## config.mk

```make
export PLATFORM = sky130hd
export DESIGN_NAME = fetch_queue_flat
export DESIGN_NICKNAME = d
export VERILOG_FILES = /design/src/rtl/fetch_queue_pkg.sv /design/src/rtl/fetch_queue_if.sv /design/src/rtl/fetch_queue_mem.sv /design/src/rtl/fetch_queue.sv /design/src/flat_wrapper.sv
export SDC_FILE = /design/constraint.sdc
export NUM_CORES = 1
export LEC_CHECK = 0
export ABC_AREA = 0
export BUFFER_PORTS_ARGS = -buffer_cell sky130_fd_sc_hd__buf_2
export CORE_MARGIN = 5
export CORE_UTILIZATION = 41
export DETAILED_ROUTE_END_ITERATION = 7
export PLACE_DENSITY = 0.64
export SYNTH_ARGS = -nofsm -noshare
export SYNTH_HDL_FRONTEND = slang
export SYNTH_SLANG_ARGS = --single-unit
```

## constraint.sdc

```tcl
create_clock -name clk -period 2.57 [get_ports clk]
set_input_delay 0.257 -clock clk [delete_from_list [all_inputs] [get_ports clk]]
set_output_delay 0.257 -clock clk [all_outputs]
set_load 0.01 [all_outputs]
```

## src/rtl/fetch_queue_pkg.sv

```systemverilog
// Shared definitions for the fetch/decode instruction buffer: reset polarity,
// bubble value, default bus widths and the per-cycle queue operation encoding.
package fetch_queue_pkg;

  localparam logic        RstEnable   = 1'b1;
  localparam int          InstAddrBus = 32;
  localparam int          InstBus     = 32;
  localparam logic [31:0] ZeroWord    = 32'h0000_0000;

  // Bit 1 = accepted push, bit 0 = accepted pop.
  typedef enum logic [1:0] {
    FQ_IDLE = 2'b00,
    FQ_POP  = 2'b01,
    FQ_PUSH = 2'b10,
    FQ_BOTH = 2'b11
  } fq_op_e;

endpackage

```

## src/rtl/fetch_queue_if.sv

```systemverilog
// Fetch-side and decode-side handshakes of the instruction buffer, plus flush
// and occupancy. The slave modport is the queue's view.
interface fetch_queue_if
  import fetch_queue_pkg::*;
#(
  parameter int ADDR_W = InstAddrBus,
  parameter int INST_W = InstBus,
  parameter int DEPTH  = 4
) ();

  localparam int CNT_W = $clog2(DEPTH + 1);

  logic              flush;
  logic              in_valid;
  logic [ADDR_W-1:0] in_pc;
  logic [INST_W-1:0] in_inst;
  logic              in_ready;
  logic              out_valid;
  logic [ADDR_W-1:0] out_pc;
  logic [INST_W-1:0] out_inst;
  logic              out_ready;
  logic [CNT_W-1:0]  count;

  modport master (
    output flush, in_valid, in_pc, in_inst, out_ready,
    input  in_ready, out_valid, out_pc, out_inst, count
  );

  modport slave (
    input  flush, in_valid, in_pc, in_inst, out_ready,
    output in_ready, out_valid, out_pc, out_inst, count
  );

endinterface

```

## src/rtl/fetch_queue_mem.sv

```systemverilog
// Entry storage for the fetch queue: one synchronous write port and one
// asynchronous read port. Contents are never reset.
module fetch_queue_mem #(
  parameter int DEPTH = 4,
  parameter int WIDTH = 64
) (
  input  logic                     clk,
  input  logic                     we,
  input  logic [$clog2(DEPTH)-1:0] waddr,
  input  logic [WIDTH-1:0]         wdata,
  input  logic [$clog2(DEPTH)-1:0] raddr,
  output logic [WIDTH-1:0]         rdata
);

  logic [WIDTH-1:0] mem [DEPTH];

  always_ff @(posedge clk) begin
    if (we) begin
      mem[waddr] <= wdata;
    end
  end

  assign rdata = mem[raddr];

endmodule

```

## src/rtl/fetch_queue.sv

```systemverilog
// Instruction buffer between fetch and decode: DEPTH (pc, inst) entries with
// valid/ready on both sides, synchronous flush, and a zero bubble when empty.
module fetch_queue
  import fetch_queue_pkg::*;
#(
  parameter int ADDR_W = InstAddrBus,
  parameter int INST_W = InstBus,
  parameter int DEPTH  = 4
) (
  input logic         clk,
  input logic         rst,
  fetch_queue_if.slave bus
);

  localparam int PTR_W = $clog2(DEPTH);
  localparam int CNT_W = $clog2(DEPTH + 1);
  localparam int ENT_W = ADDR_W + INST_W;

  logic [PTR_W-1:0] wr_ptr;
  logic [PTR_W-1:0] rd_ptr;
  logic [CNT_W-1:0] count_q;
  logic [ENT_W-1:0] head;
  logic             in_rdy;
  logic             out_vld;
  logic             push;
  logic             pop;
  logic             mem_we;
  fq_op_e           op;

  // Readiness comes from registered occupancy only, so out_ready never
  // reaches in_ready combinationally; a full queue therefore refuses a push
  // even in a cycle where it is also popping.
  assign in_rdy  = (count_q != CNT_W'(DEPTH));
  assign out_vld = (count_q != '0);
  assign push    = bus.in_valid & in_rdy;
  assign pop     = out_vld & bus.out_ready;
  assign op      = fq_op_e'({push, pop});
  assign mem_we  = push & ~bus.flush & (rst != RstEnable);

  fetch_queue_mem #(
    .DEPTH (DEPTH),
    .WIDTH (ENT_W)
  ) u_mem (
    .clk   (clk),
    .we    (mem_we),
    .waddr (wr_ptr),
    .wdata ({bus.in_pc, bus.in_inst}),
    .raddr (rd_ptr),
    .rdata (head)
  );

  // Pointers wrap naturally at DEPTH; count tells full from empty.
  always_ff @(posedge clk) begin
    if (rst == RstEnable) begin
      wr_ptr  <= '0;
      rd_ptr  <= '0;
      count_q <= '0;
    end else if (bus.flush) begin
      wr_ptr  <= '0;
      rd_ptr  <= '0;
      count_q <= '0;
    end else begin
      unique case (op)
        FQ_PUSH: begin
          wr_ptr  <= wr_ptr + PTR_W'(1);
          count_q <= count_q + CNT_W'(1);
        end
        FQ_POP: begin
          rd_ptr  <= rd_ptr + PTR_W'(1);
          count_q <= count_q - CNT_W'(1);
        end
        FQ_BOTH: begin
          wr_ptr <= wr_ptr + PTR_W'(1);
          rd_ptr <= rd_ptr + PTR_W'(1);
        end
        default: begin
        end
      endcase
    end
  end

  assign bus.in_ready  = in_rdy;
  assign bus.out_valid = out_vld;
  assign bus.count     = count_q;
  assign bus.out_pc    = out_vld ? head[ENT_W-1 -: ADDR_W] : ADDR_W'(ZeroWord);
  assign bus.out_inst  = out_vld ? head[INST_W-1:0]        : INST_W'(ZeroWord);

endmodule
```

## src/flat_wrapper.sv

```systemverilog
// flat-port wrapper written by rule: the top's interface ports become plain ports
module fetch_queue_flat import fetch_queue_pkg::*;
#(
  parameter int ADDR_W = InstAddrBus,
  parameter int INST_W = InstBus,
  parameter int DEPTH  = 4
)
  (clk, rst, bus_flush, bus_in_valid, bus_in_pc, bus_in_inst, bus_out_ready, bus_in_ready, bus_out_valid, bus_out_pc, bus_out_inst, bus_count);
  fetch_queue_if #(.ADDR_W(ADDR_W), .INST_W(INST_W), .DEPTH(DEPTH)) bus_i ();
  input logic clk;
  input logic rst;
  input wire logic [$bits(bus_i.flush)-1:0] bus_flush;
  input wire logic [$bits(bus_i.in_valid)-1:0] bus_in_valid;
  input wire logic [$bits(bus_i.in_pc)-1:0] bus_in_pc;
  input wire logic [$bits(bus_i.in_inst)-1:0] bus_in_inst;
  input wire logic [$bits(bus_i.out_ready)-1:0] bus_out_ready;
  output wire logic [$bits(bus_i.in_ready)-1:0] bus_in_ready;
  output wire logic [$bits(bus_i.out_valid)-1:0] bus_out_valid;
  output wire logic [$bits(bus_i.out_pc)-1:0] bus_out_pc;
  output wire logic [$bits(bus_i.out_inst)-1:0] bus_out_inst;
  output wire logic [$bits(bus_i.count)-1:0] bus_count;
  assign bus_i.flush = bus_flush;
  assign bus_i.in_valid = bus_in_valid;
  assign bus_i.in_pc = bus_in_pc;
  assign bus_i.in_inst = bus_in_inst;
  assign bus_i.out_ready = bus_out_ready;
  assign bus_in_ready = bus_i.in_ready;
  assign bus_out_valid = bus_i.out_valid;
  assign bus_out_pc = bus_i.out_pc;
  assign bus_out_inst = bus_i.out_inst;
  assign bus_count = bus_i.count;
  fetch_queue #(.ADDR_W(ADDR_W), .INST_W(INST_W), .DEPTH(DEPTH)) u_core (.clk(clk), .rst(rst), .bus(bus_i));
endmodule
```

* Word level (Yosys, flattened, before mapping)
Memory sizes are Yosys's and may differ from the RTL's. A register that Yosys moved wholly into a read port is not among the register bits.
Index checks and enable logic that the tools add are counted.
** Operators by class
- Add/subtract/negate cells :: 4
- Equality and inequality tests :: 4
- Muxes and demuxes :: 7
- Bitwise gates (word level) :: 6
- Reduce and logical (&&, ||, !) cells :: 5
** Operator list (count)
- $mux W32 :: 2
- $pmux W3 S2 :: 1
- $reduce_or A2 Y1 :: 3
- $add A2 B1 Y2 const B :: 2
- $and A1 B1 Y1 :: 4
- $eq A2 B2 Y1 const B :: 2
- $mux W2 :: 2
- $add A3 B1 Y3 const B :: 1
- $ne A3 B3 Y1 const B :: 1
- $reduce_bool A3 Y1 :: 1
- $sub A3 B1 Y3 const B :: 1
- $eq A2 B1 Y1 const B :: 1
- $mux W1 :: 2
- $not A1 Y1 :: 2
- $reduce_bool A2 Y1 :: 1
** Storage, ports and cells
- Register bits after elaboration :: 7
- Memory bits (writable) :: 256
- Bits of input ports :: 69
- Output and inout port bits :: 69
- Logic and storage cells :: 30
- Memories kept :: 1
** Memory list
- u_core.u_mem.mem :: words 4, bits a word 64, rd ports 1, clocked after Yosys merged registers in 1, wr ports 1, line fetch_queue_mem.sv:15 : logic [WIDTH-1:0] mem [DEPTH];

* Depth between registers and ports, before layout
Gate-level depths: netlist of run 1.
- Word-level depth :: 6
- Mapped depth :: 10
- Mapped depth without buffers :: 9

* By module
From an unflattened synthesis of run 1, not the netlist that was laid out.
** Second synthesis, totals
- Cells, all modules :: 452
- Area, all modules :: 10167.3 sq um
** By module, submodules not included
- fetch_queue_mem :: instances 1, cells an instance 338, area each 9341.5 sq um, sequential area each 7687.4 sq um
- fetch_queue :: instances 1, cells an instance 114, area each 825.8 sq um, sequential area each 140.1 sq um

* Worst setup path before layout of run 1
No wires, ideal clock.
- Kind :: register -> register
- Start :: register u_core.count_q[2] (netlist: u_core.bus.count[2])
- End :: register u_core.count_q[2] (netlist: u_core.bus.count[2])
- Arrival time :: 2413 ps
- Required time :: 2500 ps
- Path slack :: 87 ps
- Cell stages (with the launch flop) :: 11
- Buffers on the path :: 1
- Clock period less this slack :: 2483 ps
- Cell sequence :: dfxtp_1 or3b_4 and2_4 buf_6 inv_1 ha_1 inv_1 fa_1 xor2_1 or3_2 a21oi_1
** Between the ends
- Cells in the longest elaborated chain, start to end :: 4
** RTL lines
- from (decl) :: line fetch_queue.sv:21 : logic [CNT_W-1:0] count_q;
- from (signal assigned) :: line fetch_queue.sv:66 : count_q <= count_q + CNT_W'(1);
- from (signal assigned) :: line fetch_queue.sv:70 : count_q <= count_q - CNT_W'(1);
- $ne A3 B3 Y1 * :: line fetch_queue.sv:33 : assign in_rdy = (count_q != CNT_W'(DEPTH));
- named net bus_in_ready :: line flat_wrapper.sv:17 : output wire logic [$bits(bus_i.in_ready)-1:0] bus_in_ready;
- $and A1 B1 Y1 * :: line fetch_queue.sv:35 : assign push = bus.in_valid & in_rdy;
- $eq A2 B1 Y1 or $eq A2 B2 Y1 (tied branches) :: line fetch_queue.sv:63 : unique case (op)
- $pmux W3 S2 or $reduce_bool A2 Y1 (tied branches)
The timed path passes the listed nets; every way through them passes the cells marked *.
A chain may end at the register's enable or synchronous reset.

* Worst setup path in the final report of run 1
- Start :: register u_core.count_q[2] (netlist: u_core.bus.count[2])
- End :: register u_core.count_q[2] (netlist: u_core.bus.count[2])
** Between the ends
- Cells in the longest elaborated chain, start to end :: 4
** RTL lines (line)
- $ne A3 B3 Y1 or $reduce_bool A3 Y1 (tied branches) :: fetch_queue.sv:33, fetch_queue.sv:34
- $and A1 B1 Y1 (on tied branches) :: fetch_queue.sv:35, fetch_queue.sv:36
- $eq A2 B1 Y1 or $eq A2 B2 Y1 (tied branches) :: fetch_queue.sv:63
- $pmux W3 S2 or $reduce_bool A2 Y1 (tied branches)
Several ways; a longest one is shown, not always the timed one.

==> run summary, run 1 <==
outcome = completed
Hold Path Class = primary input to flop
clk buf depth = 3
Remaining DRCs = 0
Initial Utilization = 41.7%
fmax = 406 MHz
static leakage = 4.40 nW
die span in y = 168 um
WL final = 19800 um
capture point of the worst path = u_core.bus.count[2]
CTS tree = done
worst skew pair latency = 0.53 ns
number of cell rows = 57
Core Region = 24400 um^2
placed instance count = 904
worst setup path startpoint = u_core.bus.count[2]
worst rel slew slack = 31.5%
Worst R2R Start = u_core.bus.count[2]
Pwr Total = 8.98 mW
Worst Tran Pin Value = 1.03 ns
Mapped Nets = 534
critical path arrival = 2.91 ns
hpwl dp = 11000 um
CP required = 3.02 ns
Area growth syn-to-layout = 25.2%
clock skew = 0.0102 ns
Die ar. = 28100 um^2
worst-path fanout max = 7
hold buffer count at CTS = 65
CP Capture Type = flop
reg2reg setup slack = 0.11 ns
Post-Layout Cell Count = 1021
commonest non-fill, non-tap cell in the layout = edfxtp_1
Final nets = 750
# Max-Cap Violations = 0
# Post-CTS Setup Buffers = 0
Vias/cell = 4.92
# setup viols final = 0
Ys Warns = 0
PwrDens = 705 nW/um^2
Seq cells post-synth = 265
clk sinks = 265
H-tree depth = 1
number of global-route vias before repair = 5710
Die W = 168 um
total track usage = 14.0%
GR Overflow Total = 0
most frequent cells in the layout = edfxtp_1, buf_2, dlygate4sd3_1
post-synthesis sequential area ratio = 77.3%
CTS root buf = clkbuf_16
fin crit share = 95.8%
Final Hold Fails = 0
cts repair resizes = 0
RSZ-0062 raised after global routing = false
R2R Path End = u_core.bus.count[2]
Syn Area/Cell = 22.2 um^2
CTS Buf Count = 28
fraction of layout cells with a size suffix above 1 = 36.7%
Final GP Congestion = 0.759
first-pass GRT wire length = 31400 um
initial antenna violation count = 0
Synth cell types = 27
Antenna diodes = 0
setup TNS = 0 ns
largest net degree at the start of global routing = 65
Worst setup SP type = flop
PortBufs = 137
average routed wire per standard cell = 19.4 um
synthesized area = 10200 um^2
Max rail drop VDD = 0.000550 V
kind of critical path = flop to flop
reg2reg path depth = 9
num ports = 138
total vias in the final route = 5023
DRT Pass-1 Iters = 6
Worst-path clk slew = 0.06 ns
worst hold slack = 0.113 ns
antenna-violating nets left = 0
Slew Limit Fails = 0
drt first-iter violations = 341
final worst path period need = 2.46 ns
synthesized netlist cell count = 459
## cells by family (layout without fill, tap and decap cells)
family                   Yosys count  after routing  share of synthesized area [%]
flip-flops                       265            265                           77.3
AND/OR/NAND/NOR                   83             83                           5.02
multiplexers                      65             65                           14.3
buffers and inverters             30            268                           1.80
adder cells (fa/ha/maj)            6              6                          0.812
AO/OA/AOI/OAI                      6              6                          0.430
XOR/XNOR                           4              4                          0.344
## worst min-delay path by stage
stage,start,endpoint,slack [ns],cells past startpoint
floorplan,bus_in_inst[0],u_core.u_mem.mem[0][0],0.36,0
global placement,bus_in_pc[1],u_core.u_mem.mem[0][33],0.47,1
detailed placement,bus_in_inst[16],u_core.u_mem.mem[0][16],0.48,1
CTS,rst,u_core.wr_ptr[0],0.08,4
global route,bus_flush,u_core.bus.count[2],0.11,3
finish,rst,u_core.wr_ptr[0],0.11,4
## power breakdown
group	switching (mW)	leakage (nW)	internal (mW)
clock	1.54	0.418	2.15
combinational	0.246	1.60	0.245
sequential	0.0142	2.39	4.78
total	1.80	4.40	7.18
## worst max-delay path, cell delays in order, from the launching register on
cell and delay (ns):
dfxtp_1 0.42, or3b_4 0.42, and2_4 0.20, inv_1 0.06, ha_1 0.17, inv_1 0.06
fa_1 0.37, xor2_1 0.16, or3_2 0.41, a21oi_1 0.14
## layout make-up
class / instances / area (um^2)
timing repair buffer: 209 / 1440
fill: 1973 / 11700
tap: 324 / 405
clock inverter: 16 / 97.6
inverter: 7 / 26.3
multi-input combinational: 164 / 2140
sequential: 265 / 7880
clock buffer: 36 / 752
## synthesized netlist by cell type
cell type	count	area (um^2)
and2_1	64	400
o311ai_0	1	8.76
or3_2	1	7.51
mux4_2	64	1440
a21oi_1	2	10.0
nor2_1	7	26.3
or3b_4	1	11.3
buf_4	1	7.51
o31ai_2	1	12.5
o31ai_1	1	7.51
dfxtp_1	9	180
nand2_1	2	7.51
clkbuf_1	9	33.8
inv_1	7	26.3
buf_6	8	90.1
and2_4	1	8.76
o21ai_0	1	5.00
fa_1	1	20.0
mux2i_1	1	10.0
or2_2	1	6.26
and3_2	4	30.0
edfxtp_1	256	7690
ha_1	5	62.6
nand4_1	1	6.26
buf_2	5	25.0
xor2_1	4	35.0
or3_1	1	6.26
## layer usage
| layer | wire (um) | GRT usage [%] | vias up |
|---|---|---|---|
| li1 | - | - | 2293 |
| met1 | 8690 | 19.1 | 2575 |
| met2 | 9770 | 23.7 | 126 |
| met3 | 1030 | 2.88 | 29 |
| met4 | 293 | 2.75 | 0 |
| met5 | 0 | 0 | - |
## flip-flops by register name (all words and copies together), names as in the netlist, named ones only
name,count
u_core.bus.count,3
u_core.u_mem.mem,256
u_core.rd_ptr,2
u_core.wr_ptr,2
## through the flow
stage / util, % / area, um^2 / worst slack, ns
2_1_floorplan: - / 10200 / 0.0868
3_3_place_gp: 46.1 / 11200 / 0.199
3_5_place_dp: 46.1 / 11200 / 0.135
4_1_cts: 52.2 / 12700 / 0.119
5_1_grt: 52.2 / 12700 / 0.00810
6_report: 52.2 / 12700 / 0.107
Note: power is estimated with default switching activity, not from simulation.
==> run 2, diff against run 1 <==
Settings changed: CORE_ASPECT_RATIO set to 1.1, RECOVER_POWER set to 50.
==> run summary, run 2 (synthesized netlist as in run 1, its figures left out) <==
Critical Path Max Stage Delay = 0.43 ns
WL final = 19300 um
fraction of layout cells with a size suffix above 1 = 27.8%
total track usage = 14.0%
Initial Utilization = 41.6%
Remaining DRCs = 0
CP Buf/Inv Count = 2
CP top delay family = simple AND/OR/NAND/NOR gates
CTS Buf Count = 26
Max rail drop VDD = 0.000447 V
outcome = completed
hpwl dp = 10900 um
Die ar. = 28100 um^2
worst hold slack = 0.0732 ns
static leakage = 4.22 nW
Hold Path Class = primary input to flop
antenna-violating nets left = 0
largest net degree at the start of global routing = 66
CP Capture Type = flop
PwrDens = 722 nW/um^2
Core Region = 24500 um^2
first-pass GRT wire length = 31100 um
kind of critical path = flop to flop
GR Overflow Total = 0
Final Hold Fails = 0
number of cell rows = 60
Post-Layout Cell Count = 1002
total vias in the final route = 5010
# setup viols final = 0
number of global-route vias before repair = 5628
die span in y = 175 um
Slowest-stage cell, CP = or3_2
worst skew pair latency = 0.53 ns
clk sinks = 265
CTS tree = done
clock skew = 0.0203 ns
setup ws final = 0.117 ns
num ports = 138
drt first-iter violations = 231
Final Cell Area = 12600 um^2
H-tree depth = 1
Die W = 160 um
fin crit share = 95.4%
Area after DPL = 11200 um^2
Largest Register = u_core.u_mem.mem
# Max-Cap Violations = 0
CP required = 3.03 ns
Worst-path clk slew = 0.06 ns
# Post-CTS Setup Buffers = 0
pre-CTS WS = 0.0752 ns
Vias/cell = 5.00
setup TNS = 0 ns
commonest non-fill, non-tap cell in the layout = edfxtp_1
RSZ-0062 raised after global routing = false
Worst setup SP type = flop
Area growth syn-to-layout = 24.2%
critical path arrival = 2.91 ns
Slew Limit Fails = 0
PortBufs = 137
average routed wire per standard cell = 19.3 um
worst rel slew slack = 29.8%
initial antenna violation count = 1
DRT Pass-1 Iters = 5
clk buf depth = 3
CTS root buf = clkbuf_16
placed instance count = 888
Most common cell on crit path = inv_1
Final nets = 746
most frequent cells in the layout = edfxtp_1, clkbuf_1, buf_2
final worst path period need = 2.45 ns
fmax = 408 MHz
worst-path fanout max = 7
max reg flops = 256
Worst Tran Pin Value = 1.05 ns
crit path cell chain = or3b_4 -> and2_4 -> inv_1 -> ha_1 -> inv_1 -> fa_1 -> xor2_1 -> or3_2 -> a21oi_1
Final GP Congestion = 0.747
==> run 2: changes by cell type in the layout (fill, tap and decap cells not counted), moves of 2 or more <==
cell and delta:
clkinv_1 -7, clkbuf_16 -3, dfxtp_1 -2, buf_2 -67
clkbuf_1 +67, bufinv_16 +3
==> run 2: worst min-delay path, delay by kind of cell <==
kind / cells / cell delay (ns)
buffers and inverters: 1 / 0.08
AND/OR/NAND/NOR: 1 / 0.17
AO/OA/AOI/OAI: 1 / 0.05
==> run 2: worst paths after layout <==
path	cells after the start	from	slack (ns)	to
setup reg to reg	9	u_core.bus.count[2]	0.12	u_core.bus.count[2]
setup / recovery	9	u_core.bus.count[2]	0.12	u_core.bus.count[2]
hold / removal	3	rst	0.07	u_core.bus.count[2]
hold reg to reg	2	u_core.wr_ptr[0]	0.51	u_core.wr_ptr[0]
==> run 2: cell type report <==
class	count	area, um^2
Timing Repair Buffer	207	1330
Clock buffer	34	691
Tap cell	310	388
Fill cell	2003	11800
Multi-Input combinational cell	164	2140
Antenna cell	1	2.50
Clock inverter	14	185
Sequential cell	265	7880
Inverter	7	26.3
==> run 2: repair_timing <==
item / in CTS / in global routing
hold buffers: 65 / 0
setup endpoints to repair: 0 / 1
gates resized for setup: 0 / 3
endpoints found under the hold margin: 257 / 0
==> run 2: where the power goes <==
part | total, mW | internal (mW) | switching [mW]
combinational | 0.475 | 0.229 | 0.246
clock | 3.86 | 2.31 | 1.55
sequential | 4.80 | 4.78 | 0.0138
total | 9.13 | 7.32 | 1.81
==> run 2: routing by layer <==
layer / up-vias / track usage, % / routed length, um
met3: 35 / 3.18 / 1180
met4: 0 / 4.12 / 429
li1: 2282 / - / -
met2: 137 / 24.0 / 9810
met1: 2556 / 17.8 / 7930
met5: - / 0 / 0
==> run 2: through the flow <==
step	power [mW]	util (%)
after floorplan	5.10	-
after global placement	5.29	45.7
after detailed placement	5.31	45.7
after CTS	9.25	52.0
after global routing	9.45	51.6
final	9.13	51.6
==> run 3, diff against run 2 <==
Settings changed: CORE_MARGIN 5 to unset, SYNTH_HIERARCHICAL set to 1.
==> run summary, run 3 <==
outcome = complete, but fails checks
H-tree depth = 1
clk buf depth = 3
worst rel slew slack = 56.2%
Worst Tran Pin Value = 0.657 ns
antenna-violating nets left = 0
crit path cell chain = buf_12 -> mux4_2 -> and2_1 -> buf_2
WL final = 19000 um
failing checks = design-rule violations
Area after DPL = 11300 um^2
CTS Buf Count = 27
worst-path fanout max = 27
Gate power share = 5.3%
Core Region = 24400 um^2
PwrDens = 707 nW/um^2
Vias/cell = 5.03
pre-CTS WS = 0.439 ns
worst hold slack = 0.0594 ns
Mapped Nets = 523
Seq cells post-synth = 263
Worst setup SP type = flop
Net Sw Power = 1.76 mW
total track usage = 15.5%
CP Buf/Inv Count = 2
clk sinks = 263
max reg flops = 256
largest net degree at the start of global routing = 66
CP required = 2.31 ns
Main synth FF type = edfxtp_1
Area growth syn-to-layout = 24.7%
worst skew pair latency = 0.52 ns
Synth area leader = edfxtp_1
first-pass GRT wire length = 30600 um
hpwl dp = 11000 um
EDFF count, synth = 256
clock network power share = 41.6%
most frequent cells in the layout = edfxtp_1, clkbuf_1, buf_2
Post-synth ARST share = 0%
kind of critical path = flop to output port
initial antenna violation count = 2
setup TNS = 0 ns
Slew Limit Fails = 0
Die ar. = 25400 um^2
commonest non-fill, non-tap cell in the layout = edfxtp_1
PortBufs = 137
Hold Path Class = primary input to flop
Final nets = 753
Worst-path clk slew = 0.06 ns
clock skew = 0.00677 ns
Final GP Congestion = 0.751
Pint = 7.21 mW
CP top delay family = multiplexers
Critical Path Max Stage Delay = 0.53 ns
Net Sw Frac = 19.6%
Core Util, Final = 52.0%
Ys Warns = 6
total vias in the final route = 5092
setup ws final = 0.175 ns
critical path arrival = 2.14 ns
fmax = 417 MHz
placed instance count = 891
Final Hold Fails = 0
# Max-Cap Violations = 0
drt first-iter violations = 196
fin crit share = 93.2%
Slowest-stage cell, CP = mux4_2
Max rail drop VDD = 0.000609 V
Remaining DRCs = 24
RSZ-0062 raised after global routing = false
post-synthesis sequential area ratio = 77.0%
CTS tree = done
Synth cell types = 25
Flop pwr share = 53.1%
CP Capture Type = output port
Pwr Total = 8.97 mW
num ports = 138
final worst path period need = 2.40 ns
# setup viols final = 0
Post-Layout Cell Count = 1013
number of global-route vias before repair = 5642
number of cell rows = 60
synth top area cells = edfxtp_1, mux4_2, and2_1, dfxtp_1, buf_12
Initial Utilization = 41.7%
synthesized area = 10200 um^2
CTS root buf = clkbuf_16
DRT Pass-1 Iters = 7
fraction of layout cells with a size suffix above 1 = 27.9%
synthesized netlist cell count = 452
Largest Register = u_core/u_mem/mem
cell with the most instances after synthesis = edfxtp_1
Syn Area/Cell = 22.5 um^2
Final Cell Area = 12700 um^2
commonest cells in the netlist = edfxtp_1, and2_1, mux4_2
area share of the largest cell type after synthesis = 75.6%
GR Overflow Total = 0
Die W = 152 um
average routed wire per standard cell = 18.8 um
die span in y = 167 um
static leakage = 4.25 nW
==> run 3: cell families after synthesis <==
logic type / synth area share (%)
flip-flops: 77.0
AND/OR/NAND/NOR: 4.92
multiplexers: 14.3
buffers and inverters: 2.60
AO/OA/AOI/OAI: 0.505
XOR/XNOR: 0.345
adder cells (fa/ha/maj): 0.320
==> run 3: worst paths after layout <==
kind	depth (start not counted)	from	slack, ns	endpoint
setup reg to reg	6	u_core/bus.count[0]	0.28	u_core/u_mem/mem[3][32]
setup / recovery	4	u_core/rd_ptr[0]	0.17	bus_out_inst[28]
hold reg to reg	2	u_core/bus.count[2]	0.56	u_core/bus.count[2]
hold / removal	3	rst	0.06	u_core/wr_ptr[0]
==> run 3: cell type report <==
| type | count | area [um^2] |
|---|---|---|
| Antenna cell | 1 | 2.50 |
| Clock buffer | 35 | 706 |
| Clock inverter | 14 | 140 |
| Fill cell | 1948 | 11700 |
| Inverter | 6 | 22.5 |
| Multi-Input combinational cell | 161 | 2110 |
| Sequential cell | 263 | 7840 |
| Tap cell | 310 | 388 |
| Timing Repair Buffer | 223 | 1480 |
==> run 3: tightest hold or removal path, delay by kind of cell <==
kind,cells,cell delay [ns]
simple gates,1,0.15
buf+inv,1,0.07
compound gates,1,0.05
==> run 3: repair_timing <==
| item | CTS | global route |
|---|---|---|
| hold buffers | 64 | 0 |
| endpoints found under the setup margin | 0 | 31 |
| endpoints found under the hold margin | 256 | 0 |
| gates resized for setup | 0 | 1 |
| setup buffers | 0 | 8 |
==> run 3: power groups by stage <==
stage	combinational (mW)	clock [mW]	sequential, mW
4_1_cts	0.490	3.84	4.77
2_1_floorplan	0.233	0	4.86
3_5_place_dp	0.410	0	4.86
6_report	0.473	3.73	4.77
5_1_grt	0.521	3.99	4.77
3_3_place_gp	0.395	0	4.85
==> run 3: layer usage <==
layer / share of wire, % / global-route usage, % / vias up
li1: - / - / 2296
met1: 40 / 18.9 / 2620
met2: 52 / 28.2 / 134
met3: 5.3 / 2.85 / 40
met4: 2.2 / 4.61 / 2
met5: 0.068 / 0 / -
